## src/rtl/mem_arb_pkg.sv

```systemverilog
// Shared encodings and default widths for the memory arbiter and Main_Memory.
package mem_arb_pkg;

    localparam int ADDR_W_DEF = 13;
    localparam int DATA_W_DEF = 13;

    typedef enum logic [1:0] {
        IDLE  = 2'd0,
        ISSUE = 2'd1,
        WAIT  = 2'd2,
        RESP  = 2'd3
    } state_t;

    typedef enum logic {
        OWN_D = 1'b0,
        OWN_I = 1'b1
    } owner_t;

endpackage

```

## src/rtl/mem_arb_pick.sv

```systemverilog
// Combinational winner selection between fetch and data requests.
// Tie policy: fixed data priority, or round-robin when MEM_ARB_ROUND_ROBIN_EN is defined.
module mem_arb_pick
    import mem_arb_pkg::*;
(
    input  logic   if_req,
    input  logic   d_req,
    input  owner_t last_grant,
    output logic   grant,
    output owner_t winner
);

    owner_t tie_winner;

`ifdef MEM_ARB_ROUND_ROBIN_EN
    // Favour whichever port did not win the previous grant.
    assign tie_winner = (last_grant == OWN_D) ? OWN_I : OWN_D;
`else
    logic unused_last_grant;
    assign unused_last_grant = last_grant;
    assign tie_winner        = OWN_D;
`endif

    always_comb begin
        grant  = if_req | d_req;
        winner = OWN_D;
        if (if_req && !d_req) begin
            winner = OWN_I;
        end else if (if_req && d_req) begin
            winner = tie_winner;
        end
    end

endmodule

```

## src/rtl/mem_arbiter.sv

```systemverilog
// Two-port arbiter/sequencer sharing one Main_Memory port between fetch and data paths.
// Tie-break policy selected by MEM_ARB_ROUND_ROBIN_EN (see mem_arb_pick).
module mem_arbiter
    import mem_arb_pkg::*;
#(
    parameter int ADDR_W = ADDR_W_DEF,
    parameter int DATA_W = DATA_W_DEF
) (
    input  logic              clk,
    input  logic              reset,
    input  logic              if_req,
    input  logic [ADDR_W-1:0] if_addr,
    output logic [DATA_W-1:0] if_rdata,
    output logic              if_ack,
    input  logic              d_req,
    input  logic              d_we,
    input  logic [ADDR_W-1:0] d_addr,
    input  logic [DATA_W-1:0] d_wdata,
    output logic [DATA_W-1:0] d_rdata,
    output logic              d_ack,
    output logic [ADDR_W-1:0] mem_address,
    output logic [DATA_W-1:0] mem_dataIn,
    input  logic [DATA_W-1:0] mem_dataOut,
    output logic              mem_read,
    output logic              mem_write,
    output logic              mem_instruction,
    input  logic              mem_done,
    output logic              busy,
    output state_t            dbg_state
);

    // Handshake: a requester holds req and its fields until its one-cycle ack,
    // dropping req at the edge that ends the ack cycle; req high in IDLE is a new request.

    state_t            state_q, state_d;
    owner_t            owner_q, last_q, winner;
    logic              grant, load, capture, we_q;
    logic [ADDR_W-1:0] addr_q;
    logic [DATA_W-1:0] wdata_q;

    mem_arb_pick u_pick (
        .if_req    (if_req),
        .d_req     (d_req),
        .last_grant(last_q),
        .grant     (grant),
        .winner    (winner)
    );

    always_ff @(posedge clk or negedge reset) begin
        if (!reset) state_q <= IDLE;
        else        state_q <= state_d;
    end

    always_comb begin
        state_d = state_q;
        load    = 1'b0;
        capture = 1'b0;
        case (state_q)
            IDLE: begin
                if (grant) begin
                    load    = 1'b1;
                    state_d = ISSUE;
                end
            end
            ISSUE: state_d = WAIT;
            WAIT: begin
                if (mem_done) begin
                    capture = 1'b1;
                    state_d = RESP;
                end
            end
            RESP:    state_d = IDLE;
            default: state_d = IDLE;
        endcase
    end

    always_ff @(posedge clk or negedge reset) begin
        if (!reset) begin
            owner_q  <= OWN_D;
            last_q   <= OWN_D;
            we_q     <= 1'b0;
            addr_q   <= '0;
            wdata_q  <= '0;
            if_rdata <= '0;
            d_rdata  <= '0;
        end else begin
            if (load) begin
                owner_q <= winner;
                last_q  <= winner;
                // The fetch port is read-only, so its write enable is forced low.
                we_q    <= (winner == OWN_D) && d_we;
                addr_q  <= (winner == OWN_I) ? if_addr : d_addr;
                wdata_q <= (winner == OWN_D) ? d_wdata : '0;
            end
            if (capture) begin
                if (owner_q == OWN_I) if_rdata <= mem_dataOut;
                else                  d_rdata  <= mem_dataOut;
            end
        end
    end

    assign mem_read        = (state_q == ISSUE) && !we_q;
    assign mem_write       = (state_q == ISSUE) && we_q;
    assign mem_address     = addr_q;
    assign mem_dataIn      = wdata_q;
    assign mem_instruction = (state_q != IDLE) && (owner_q == OWN_I);
    assign busy            = (state_q != IDLE);
    assign if_ack          = (state_q == RESP) && (owner_q == OWN_I);
    assign d_ack           = (state_q == RESP) && (owner_q == OWN_D);
    assign dbg_state       = state_q;

endmodule

```

## config.mk

```make
export PLATFORM = sky130hd
export DESIGN_NAME = mem_arbiter
export DESIGN_NICKNAME = d
export VERILOG_FILES = /design/src/rtl/mem_arb_pkg.sv /design/src/rtl/mem_arb_pick.sv /design/src/rtl/mem_arbiter.sv
export SDC_FILE = /design/constraint.sdc
export NUM_CORES = 1
export LEC_CHECK = 0
export CAP_MARGIN = 20
export CORE_MARGIN = 2
export CORE_UTILIZATION = 43
export DETAILED_ROUTE_END_ITERATION = 8
export PLACE_DENSITY = 0.85
export SYNTH_ARGS = -nofsm -noshare
export SYNTH_HDL_FRONTEND = slang
export SYNTH_SLANG_ARGS = --single-unit
```

## constraint.sdc

```tcl
create_clock -name clk -period 2.75 [get_ports clk]
set_input_delay 0.4125 -clock clk [delete_from_list [all_inputs] [get_ports clk]]
set_output_delay 0.4125 -clock clk [all_outputs]
set_load 0.02 [all_outputs]
```

==> flow_summary.ini, run 1 <==
[outcome]
status = completed

[finish]
area_growth_pct = 55.7
postLayoutCellArea_mm2 = 0.00369
antenna_cells = 0
fin_util = 0.683
layout-drive-gt1-share = 0.147
fill_cells = 418
fin_nets = 354

[timing]
min_period_over_period = 0.864
setup_tns_ns = 0
hold_viol = 0
timing.hold.ws_ns = 0.141
worst_pin_slew_ns = 0.989
period_minus_slack_ns = 2.38
fmax_mhz = 421
relSlewSlack = 0.338
drv_slew = 0
finalClockSkew_ns = 0.00798
rsz0062_at_grt = false
finalSetupViolCount = 0

[die]
die_h_um = 78.3
num_io_pins = 118
std_cell_rows = 27
die_w_um = 78.3
die-area_mm2 = 0.00612
coreArea_mm2 = 0.00541
start_util = 0.439

[run]
timing.max_cap.violations = 0

[pwr]
p_int_uw = 2740
combPwrFrac = 0.556
clock_power_share = 0.104
powerDensity_mw_per_mm2 = 1190
total_power_uw = 4410
seqPwrFrac = 0.340
swShare = 0.378
vdd_ir_drop_max_v = 0.000745
p_leak_uw = 0.00156
switchingPower_uw = 1670

[synthesis]
synth.area.top_cells = dfrtp_1, mux2_2, a221o_1, a22o_1, o2bb2ai_1
ys_ff_latch = 56
synthXorXnorAreaFrac = 0
synth-edff-count = 0
ys_seq_area_frac = 0.591
ys_top_cells_by_count = dfrtp_1, mux2_2, a22o_1
muxShareOfSynthArea = 0.128
synth_compound_area_frac = 0.165
synth_fa_ha_area_frac = 0.0264
synth_top_family_by_area = compound AO/OA/AOI/OAI gates
avgSynthCellArea_um2 = 13.8
ys.flop_type = dfrtp_1
post-synth-top-count-cell = dfrtp_1
synth.distinct_cells = 21
ys.warnings.count = 0
synth_top_cell_by_area = dfrtp_1
syn_nets = 235
synth_top_area_frac = 0.591
syn_inst = 172
synthSimpleGateAreaFrac = 0.0533
async_flop_share = 1.00
synth_area_mm2 = 0.00237

[grt]
grt_usage = 0.201
grt_pass1_vias = 2002
grt_first_pass_wirelength_um = 9710
globalRouteOverflowTotal = 0
grt_max_degree = 34
antenna_found_initial = 0

[clock_tree]
cts_setup_buffers = 0
clockBufferDepth = 2
clk_pin_slew_ns = 0.10
cts_root_buffer = clkbuf_8
cts_inserted_buffers = 5
ctsResizeCount = 0
htreeDepth = 2
cts_hold_buf = 0
insertion_delay_ns = 0.30
cts_tree = built
cts.sinks = 56

[setup_path]
path_class = reg2out
start_kind = flop
cp_max_fo = 11
cp_data_required_time_ns = 2.34
rr_worst_depth = 5
cp.arrival_ns = 1.96
endpoint_kind = output pin

[detailed_routing]
num_vias = 1944
vias_per_cell = 5.34
dr.first_iter.drc_count = 51
wl_per_cell_um = 16.6
drc = 0
final_antenna_net_count = 0
drt-total-wl_um = 6040
dr.pass1.iters = 4

[place]
portBuffers = 117
place_area_mm2 = 0.00360
dp_hpwl_um = 4450
gp_congestion = 0.757

[worst_hold_path]
hold_path.class = in2async
==> sequential cells by signal, indices dropped and copies added (netlist names) <==
register and flops:
dbg_state 2, d_rdata 13, if_rdata 13, mem_address 13
mem_dataIn 13, we_q 1, owner_q 1
==> per-stage QoR <==
stage,setup slack (ns),cells
after floorplan,0.911,172
after global placement,0.532,356
after detailed placement,0.396,356
after CTS,0.358,364
after global routing,0.234,364
final,0.373,364
==> worst max-delay path, cell delays in order (launching register included) <==
cell and delay (ns):
dfrtp_1 0.44, inv_1 0.11, ha_1 0.34, nor2b_1 0.15, clkdlybuf4s50_1 0.62
==> worst paths after layout <==
kind	start	to	slack (ns)
worst min-delay path	reset	mem_address[2]	0.14
worst max-delay path	dbg_state[0]	mem_instruction	0.37
min in group clk	mem_dataIn[4]	mem_dataIn[4]	0.51
worst max register to register	dbg_state[0]	dbg_state[1]	0.95
worst min register to register	mem_dataIn[4]	mem_dataIn[4]	0.51
max in group asynchronous	reset	if_rdata[1]	1.82
==> metal layers <==
metal / wire (µm) / global-route usage / vias to the layer above
met5: 0 / 0 / -
met4: 125 / 0.0632 / 0
met3: 510 / 0.0517 / 12
met2: 2910 / 0.327 / 101
met1: 2490 / 0.267 / 950
li1: - / - / 881
==> cells in the final DEF (no fill, tap or decap), types with 2 or more instances in the layout <==
master / Yosys / routed
a21oi_1: 2 / 2
a221o_1: 13 / 13
a22o_1: 14 / 14
and2_1: 2 / 2
buf_4: 0 / 6
clkbuf_8: 0 / 6
clkdlybuf4s50_1: 0 / 116
clkinv_2: 0 / 2
dfrtp_1: 56 / 56
ha_1: 5 / 5
inv_1: 3 / 3
mux2_2: 27 / 27
nand2_1: 13 / 13
nor2_1: 2 / 2
nor2b_1: 4 / 4
o2bb2ai_1: 13 / 13
==> logic make-up (layout without fill, tap and decap cells) <==
logic type      Yosys count  in the layout
mux                      27             27
buf+inv                  14            134
flops                    56             56
simple gates             26             26
compound gates           44             44
fa+ha+maj                 5              5
==> cell type report <==
class | instances | area, µm² | share of cell area
Tap cell | 72 | 90.1 | 0.0244
Inverter | 3 | 11.3 | 0.00305
Sequential cell | 56 | 1400 | 0.380
Clock buffer | 6 | 82.6 | 0.0224
Clock inverter | 2 | 10.0 | 0.00271
Multi-Input combinational cell | 102 | 885 | 0.240
Timing Repair Buffer | 123 | 1210 | 0.328
==> power by group through the flow <==
stage | clock [µW] | combinational (µW) | sequential [µW]
global placement | 0 | 2420 | 1490
finish | 456 | 2450 | 1500
floorplan | 0 | 880 | 1950
global route | 500 | 2610 | 1560
CTS | 467 | 2480 | 1500
detailed placement | 0 | 2460 | 1510
(Power assumes the default switching activity.)
==> run 2, diff against run 1 <==
- CORE_MARGIN: 2 -> default
==> run 2 against run 1 <==
Compared with the run above:
- clock-buffer cell count increased by 1
- sequential share of layout area grew 0.42 points
- worst setup slack got worse by 0.19 ns
- core utilization increased by 1.9 points
- maximum frequency down 7.3%
- cell area is 1.1% lower
- cell count decreased by 1.6%
- critical endpoint is now busy
- largest power group unchanged
==> flow_summary.ini, run 2 (synthesis gave the netlist of run 1 again) <==
[outcome]
status = completed

[place]
dp_hpwl_um = 4370
portBuffers = 117
dp_cells = 350
gp_congestion = 0.800
place_area_mm2 = 0.00357

[clock_tree]
cts_setup_buffers = 0
insertion_delay_ns = 0.31
cts_hold_buf = 0
ctsResizeCount = 0
cts_inserted_buffers = 5
clk_pin_slew_ns = 0.10
clockBufferDepth = 2
cts_tree = built
htreeDepth = 2
cts.sinks = 56
cts_root_buffer = clkbuf_8

[timing]
period_minus_slack_ns = 2.56
timing.hold.ws_ns = 0.0213
fmax_mhz = 390
rsz0062_at_grt = false
worst_pin_slew_ns = 1.06
drv_slew = 0
min_period_over_period = 0.932
finalClockSkew_ns = 0.00862
hold_viol = 0
relSlewSlack = 0.287
setup_tns_ns = 0
finalSetupViolCount = 0

[finish]
fill_cells = 380
multiInputGateArea_um2 = 885
antenna_cells = 0
regArea_mm2 = 0.00140
postLayoutCellArea_mm2 = 0.00365
fin_util = 0.701
fin_nets = 350
area_growth_pct = 54.0
layout-drive-gt1-share = 0.128
instances_no_fill = 358
final_common_cell = clkdlybuf4s50_1
final_cell_mix = clkdlybuf4s50_1, dfrtp_1, mux2_2

[detailed_routing]
drt-total-wl_um = 5940
drc = 0
vias_per_cell = 5.37
wl_per_cell_um = 16.6
final_antenna_net_count = 0
num_vias = 1924
dr.pass1.iters = 4
dr.first_iter.drc_count = 60

[worst_hold_path]
hold_path.class = in2async

[pwr]
vdd_ir_drop_max_v = 0.000599
combPwrFrac = 0.558
swShare = 0.381
clock_power_share = 0.100
powerDensity_mw_per_mm2 = 1190
p_int_uw = 2700
seqPwrFrac = 0.342
p_leak_uw = 0.00153
switchingPower_uw = 1660

[run]
timing.max_cap.violations = 0

[grt]
antenna_found_initial = 0
globalRouteOverflowTotal = 0
grt_max_degree = 39
grt_first_pass_wirelength_um = 9650
grt_usage = 0.214
grt_pass1_vias = 1902

[setup_path]
cp_max_fo = 19
start_kind = flop
cp.arrival_ns = 2.15
cp_top_family = buffers and inverters
slowest_delay_ns = 0.59
cp_slowest_cell = ha_1
cp.depth = 4
cp_cell_sequence = inv_1 > ha_1 > inv_1 > clkdlybuf4s50_1
path_buf_inv = 3
r2r_slack_ns = 0.60
endpoint_kind = output pin
cp_data_required_time_ns = 2.34
crit_path_frequent_cell = inv_1
rr_worst_depth = 4
path_class = reg2out

[die]
std_cell_rows = 26
die_h_um = 76.3
num_io_pins = 118
die-area_mm2 = 0.00581
start_util = 0.456
die_w_um = 76.3
coreArea_mm2 = 0.00520
[run 2: changes by cell type in the layout (fill, tap and decap cells not counted), sizes merged]
cell / change
clkbuf: +1
clkinv: -1
buf: -4
[run 2: layout make-up]
type / instances / area share
Inverter: 3 / 0.00308
Timing Repair Buffer: 119 / 0.324
Tap cell: 70 / 0.0240
Sequential cell: 56 / 0.384
Clock inverter: 1 / 0.00240
Multi-Input combinational cell: 102 / 0.242
Clock buffer: 7 / 0.0209
[run 2: per-layer routing]
metal  part of all wire  global-route usage
met2               0.48               0.345
met3              0.083              0.0695
met5                  0                   0
met4              0.011              0.0577
met1               0.42               0.279
[run 2: power by group through the flow]
| stage | combinational [µW] | clock [µW] | sequential, µW |
|---|---|---|---|
| final | 2430 | 437 | 1490 |
| after global routing | 2580 | 475 | 1550 |
| after CTS | 2460 | 448 | 1490 |
| after detailed placement | 2450 | 0 | 1500 |
| after global placement | 2410 | 0 | 1490 |
| after floorplan | 880 | 0 | 1950 |
[run 2: final timing paths]
| check | startpoint | endpoint |
|---|---|---|
| worst max-delay path | dbg_state[0] | busy |
| worst min-delay path | reset | mem_address[6] |
| worst max register to register | dbg_state[0] | mem_dataIn[7] |
| worst min register to register | mem_dataIn[11] | mem_dataIn[11] |
| max in group asynchronous | reset | d_rdata[12] |
| min in group clk | mem_dataIn[11] | mem_dataIn[11] |
[run 2: stage by stage]
step | setup slack, ns | total power (µW)
after floorplan | 0.911 | 2820
after global placement | 0.509 | 3900
after detailed placement | 0.448 | 3950
after CTS | 0.182 | 4390
after global routing | 0.0131 | 4610
final | 0.186 | 4360
==> patch 1 (settings of run 1) <==
Put one more register stage on the output `dbg_state`. The value now appears one clock later. The other outputs are not delayed to match.
--- a/src/rtl/mem_arbiter.sv
+++ b/src/rtl/mem_arbiter.sv
@@ -107,7 +107,9 @@
     assign busy            = (state_q != IDLE);
     assign if_ack          = (state_q == RESP) && (owner_q == OWN_I);
     assign d_ack           = (state_q == RESP) && (owner_q == OWN_D);
-    assign dbg_state       = state_q;
+    always_ff @(posedge clk) begin
+        dbg_state <= state_q;
+    end
 
 endmodule
 
Check against the original RTL: not equivalent (a bounded check fails within 4 cycles, from zero or initial values and one cycle with reset low).
==> patch 1 against run 1 <==
Power is 10% higher. Die area grew 1.6%. Routed wire length increased by 0.91%. Sequential cell count is 2 higher. Worst setup slack worse by 57 ps. Count of clock-buffer cells in the layout rose by 5. Synthesized area rose by 1.7%. Maximum frequency is 2.3% lower. Sequential share of layout area is 0.45 points lower. Cell area increased by 4.1%. First-iteration DRC count grew 90%. Critical path type unchanged. Largest power group unchanged.
==> patch 1: results (changes against run 1) <==
outcome:
  run_status: "complete, no violations"  # unchanged
power_and_ir_drop:
  vdd_drop_max_mv: 0.656  # was 0.745 mV
  power.static_leakage_nw: 1.62  # was 1.56 nW
timing:
  skew_ps: 4.69  # was 7.98 ps
  fin_worst_hold_slack_ps: 197  # was 141 ps
  maxSlewHeadroom_pct: 36.8  # was 33.8%
place:
  dp_hpwl_mm: 4.25  # was 4.45 mm
  finalWeightedCongestion: 0.763  # was 0.757
  dp_worst_setup_slack_ps: 481  # was 396 ps
  detailed_place.area_um2: 3620  # was 3600 µm²
synthesis:
  synth.avg_cell_area_um2: 13.9  # was 13.8 µm²
  compound_cell_area_share_of_the_yosys_netlist_pct: 16.2  # was 16.5%
  syn-num-nets: 237  # was 235
  synth-async-reset-ratio_pct: 96.6  # was 100%
  synth.mux.area_fraction_pct: 12.6  # was 12.8%
  largest_cells_by_area_after_synthesis: "sky130_fd_sc_hd__dfrtp_1, sky130_fd_sc_hd__mux2_2, sky130_fd_sc_hd__a221o_1"  # unchanged
  yosys_warnings: 0  # unchanged
  synth.yosys.seq_area_share_pct: 59.8  # was 59.1%
  synth-adder-area-share_pct: 2.59  # was 2.64%
  ys_types: 22  # was 21
route:
  routed_wl_mm: 6.09  # was 6.04 mm
  viasPerCell: 5.27  # was 5.34
  first_pass_drt_iterations: 4  # unchanged
  drt_first_iter_violations: 97  # was 51
grt:
  global_route_wire_length_before_repair_mm: 9.83  # was 9.71 mm
  grt_start_max_net_pins: 57  # was 34
  groute.usage.overall_pct: 20.7  # was 20.1%
clocking:
  h-tree-depth: 3  # was 2
  worst_setup_hold_path_clk_slew_ps: 60  # was 100 ps
  tritoncts.num_buffers: 9  # was 5
  worst_skew_pair.late_latency_ps: 320  # was 300 ps
critical_path:
  reg2reg_depth: 4  # was 5
  reg2reg_setup_slack_ps: 850  # was 950 ps
  cp_arrival_ps: 2020  # was 1960 ps
  r2r_startpoint: "state_q[0]"  # was dbg_state[0]
layout:
  design.final.nets: 358  # was 354
  layout.core_utilization_pct: 70.2  # was 68.3%
  final_layout_size_suffix_gt1_share_pct: 16.0  # was 14.7%
  fillerInstances: 403  # was 418
  instances_no_fill: 372  # was 364
[patch 1: cell count changes in the layout (fill, tap and decap cells not counted)]
cell | before | now
sky130_fd_sc_hd__clkinvlp_4 | 0 | 1
sky130_fd_sc_hd__clkbuf_8 | 6 | 10
sky130_fd_sc_hd__dfxtp_1 | 0 | 2
sky130_fd_sc_hd__bufinv_16 | 0 | 2
sky130_fd_sc_hd__clkbuf_1 | 0 | 1
sky130_fd_sc_hd__buf_4 | 6 | 4
[patch 1: how the worst max path moves through the flow]
| stage | from | end | slack [ps] | depth (start not counted) |
|---|---|---|---|---|
| floorplan | state_q[0] | mem_instruction | 1070 | 5 |
| global placement | d_req | state_q[1] | 540 | 4 |
| detailed placement | d_req | state_q[1] | 480 | 4 |
| CTS | state_q[0] | mem_instruction | 310 | 4 |
| global route | state_q[0] | mem_instruction | 200 | 4 |
| finish | state_q[0] | mem_instruction | 320 | 4 |
[patch 1: area by class of cell]
cell class	count	area share, %
multi-input combinational	102	23.0
clock inverter	5	2.02
sequential	58	37.5
clock buffer	11	3.68
tap	72	2.34
timing repair buffer	121	31.1
inverter	3	0.293
[patch 1: power breakdown]
group / switching [mW] / internal, mW
Sequential: 0.268 / 1.28
Combinational: 1.15 / 1.31
Clock: 0.325 / 0.532
[patch 1: per-layer routing]
metal	GRT usage [%]	vias to the layer above	part of all wire, %
li1	-	898	-
met1	26.6	965	42
met2	32.0	85	48
met3	6.48	11	8.0
met4	9.83	0	1.6
met5	0	-	0
[patch 1: logic make-up after synthesis]
group | Yosys count
adders and majority gates | 5
buffers and inverters | 14
AOI/OAI and AO/OA | 44
and+or+nand+nor | 26
muxes | 27
DFF | 58
==> patch 2 (settings of run 1) <==
Made on the original files. Change the package constant `ADDR_W_DEF` from 13 to 14.
--- a/src/rtl/mem_arb_pkg.sv
+++ b/src/rtl/mem_arb_pkg.sv
@@ -1,7 +1,7 @@
 // Shared encodings and default widths for the memory arbiter and Main_Memory.
 package mem_arb_pkg;
 
-    localparam int ADDR_W_DEF = 13;
+    localparam int ADDR_W_DEF = 14;
     localparam int DATA_W_DEF = 13;
 
     typedef enum logic [1:0] {
Ports: changed (resized d_addr, if_addr and mem_address); port bits go from 118 to 121. The function was not compared with the original's and may differ.
==> patch 2 against run 1 <==
Power is 8.1% higher. Worst setup slack got worse by 160 ps. Sequential cell count increased by 1. Sequential share of layout area is 1.5 points lower. Cell area grew 5.9%. Synthesized area is 4.9% higher. Routed wire length rose by 5.2%. Clock power increased by 52%. Via count is 1.4% higher. Global-route usage up 1.1 points. Critical path type unchanged. Largest power group unchanged.
==> patch 2: results (changes against run 1) <==
synthesis:
  syn-num-nets: 241  # was 235
  ys_types: 24  # was 21
  synth-async-reset-ratio_pct: 100  # unchanged
  synth.yosys.seq_area_share_pct: 57.3  # was 59.1%
  synthFlopType: "sky130_fd_sc_hd__dfrtp_1"  # unchanged
  number_of_standard_cells_after_synthesis: 176  # was 172
  yosys_warnings: 0  # unchanged
  synth_common_cells: "sky130_fd_sc_hd__dfrtp_1, sky130_fd_sc_hd__mux2_1"  # was sky130_fd_sc_hd__dfrtp_1, sky130_fd_sc_hd__mux2_2, sky130_fd_sc_hd__a22o_1
  largest_cells_by_area_after_synthesis: "sky130_fd_sc_hd__dfrtp_1, sky130_fd_sc_hd__mux2_1, sky130_fd_sc_hd__mux2_4"  # was sky130_fd_sc_hd__dfrtp_1, sky130_fd_sc_hd__mux2_2, sky130_fd_sc_hd__a221o_1
power_and_ir_drop:
  power.static_leakage_nw: 1.69  # was 1.56 nW
  vdd_drop_max_mv: 0.601  # was 0.745 mV
  internal_power_mw: 2.97  # was 2.74 mW
layout:
  design.final.nets: 366  # was 354
  final_layout_size_suffix_gt1_share_pct: 12.1  # was 14.7%
  layout.cells.most_common: "sky130_fd_sc_hd__clkdlybuf4s50_1"  # unchanged
  flow.area_growth_from_synthesis_pct: 57.1  # was 55.7%
  largest_register_ff_count: 14
  fillerInstances: 405  # was 418
  antenna_cells: 0  # unchanged
critical_path:
  cp_max_fo: 16  # was 11
  cp_arrival_ps: 2130  # was 1960 ps
  reg2reg_setup_slack_ps: 350  # was 950 ps
  reg2reg_depth: 6  # was 5
  crit-reg2reg-capture: "mem_dataIn[9]"  # was dbg_state[1]
  r2r_startpoint: "dbg_state[0]"  # unchanged
clocking:
  worst_skew_pair.late_latency_ps: 320  # was 300 ps
  ctsLongestPathBuffers: 2  # unchanged
  worst_setup_hold_path_clk_slew_ps: 60  # was 100 ps
  post_cts_resize_count: 0  # unchanged
  tritoncts.num_buffers: 9  # was 5
  h-tree-depth: 3  # was 2
  postCtsSetupRepairBufs: 0  # unchanged
route:
  via_count: 1971  # was 1944
  first_pass_drt_iterations: 4  # unchanged
  routed_wl_mm: 6.35  # was 6.04 mm
  drt_first_iter_violations: 74  # was 51
  viasPerCell: 5.21  # was 5.34
hold_path:
  timing.hold.worst.class: "input port to asynchronous set/reset pin"  # unchanged
timing:
  worst_pin_slew_ps: 848  # was 989 ps
  skew_ps: 7.67  # was 7.98 ps
  fin_worst_hold_slack_ps: 65.6  # was 141 ps
outcome:
  run_status: "complete, no violations"  # unchanged
place:
  dp_hpwl_mm: 4.67  # was 4.45 mm
  dp.cells: 362  # was 356
  detailed_place.area_um2: 3730  # was 3600 µm²
  finalWeightedCongestion: 0.767  # was 0.757
  buffer_ports.inserted: 120  # was 117
grt:
  grt_antenna_before_repair: 0  # unchanged
  grt_start_max_net_pins: 25  # was 34
  global_route_wire_length_before_repair_mm: 10.3  # was 9.71 mm
  groute.usage.overall_pct: 21.2  # was 20.1%
-- patch 2: layer usage --
metal / share of wire, % / track usage, %
met4: 0.95 / 7.12
met2: 47 / 33.3
met1: 45 / 28.6
met5: 0 / 0
met3: 7.4 / 5.62
-- patch 2: cell type report --
type                    instances  area share, %
repair buffers                125           31.6
inverters                       3          0.288
well taps                      72           2.31
flip-flops and latches         57           36.5
clock buffers                  11           3.87
clock inverters                 5          0.768
multi-input cells             105           24.7
-- patch 2: how the worst max path moves through the flow --
stage / from / endpoint / depth (start not counted)
floorplan: dbg_state[0] / mem_instruction / 5
global placement: dbg_state[0] / mem_dataIn[8] / 6
detailed placement: dbg_state[0] / mem_dataIn[8] / 6
CTS: dbg_state[0] / busy / 4
global route: dbg_state[0] / busy / 4
finish: dbg_state[0] / busy / 4
-- patch 2: logic make-up after synthesis --
kind of cell / after synthesis / share of synthesized area (%)
AOI/OAI and AO/OA: 46 / 16.5
adders and majority gates: 5 / 2.52
buffers and inverters: 14 / 3.87
DFF: 57 / 57.3
muxes: 27 / 13.7
and+or+nand+nor: 27 / 6.04
-- patch 2: stage by stage --
step                total power, mW  worst slack, ps
finish                         4.76              212
global route                   5.05             58.7
CTS                            4.81              192
detailed placement             4.10              371
global placement               4.02              490
floorplan                      2.93              881
-- patch 2: power groups by stage --
stage          Combinational [mW]  Clock [mW]  Sequential (mW)
2_1_floorplan               0.939           0             1.99
3_3_place_gp                 2.48           0             1.53
3_5_place_dp                 2.56           0             1.53
4_1_cts                      2.57       0.710             1.53
5_1_grt                      2.70       0.763             1.59
6_report                     2.54       0.692             1.53
-- patch 2: worst max-delay path, stage by stage, from the launching register on --
cell                              delay, ps
sky130_fd_sc_hd__dfrtp_1                410
sky130_fd_sc_hd__inv_1                  110
sky130_fd_sc_hd__ha_1                   350
sky130_fd_sc_hd__inv_2                  280
sky130_fd_sc_hd__clkdlybuf4s50_1        660
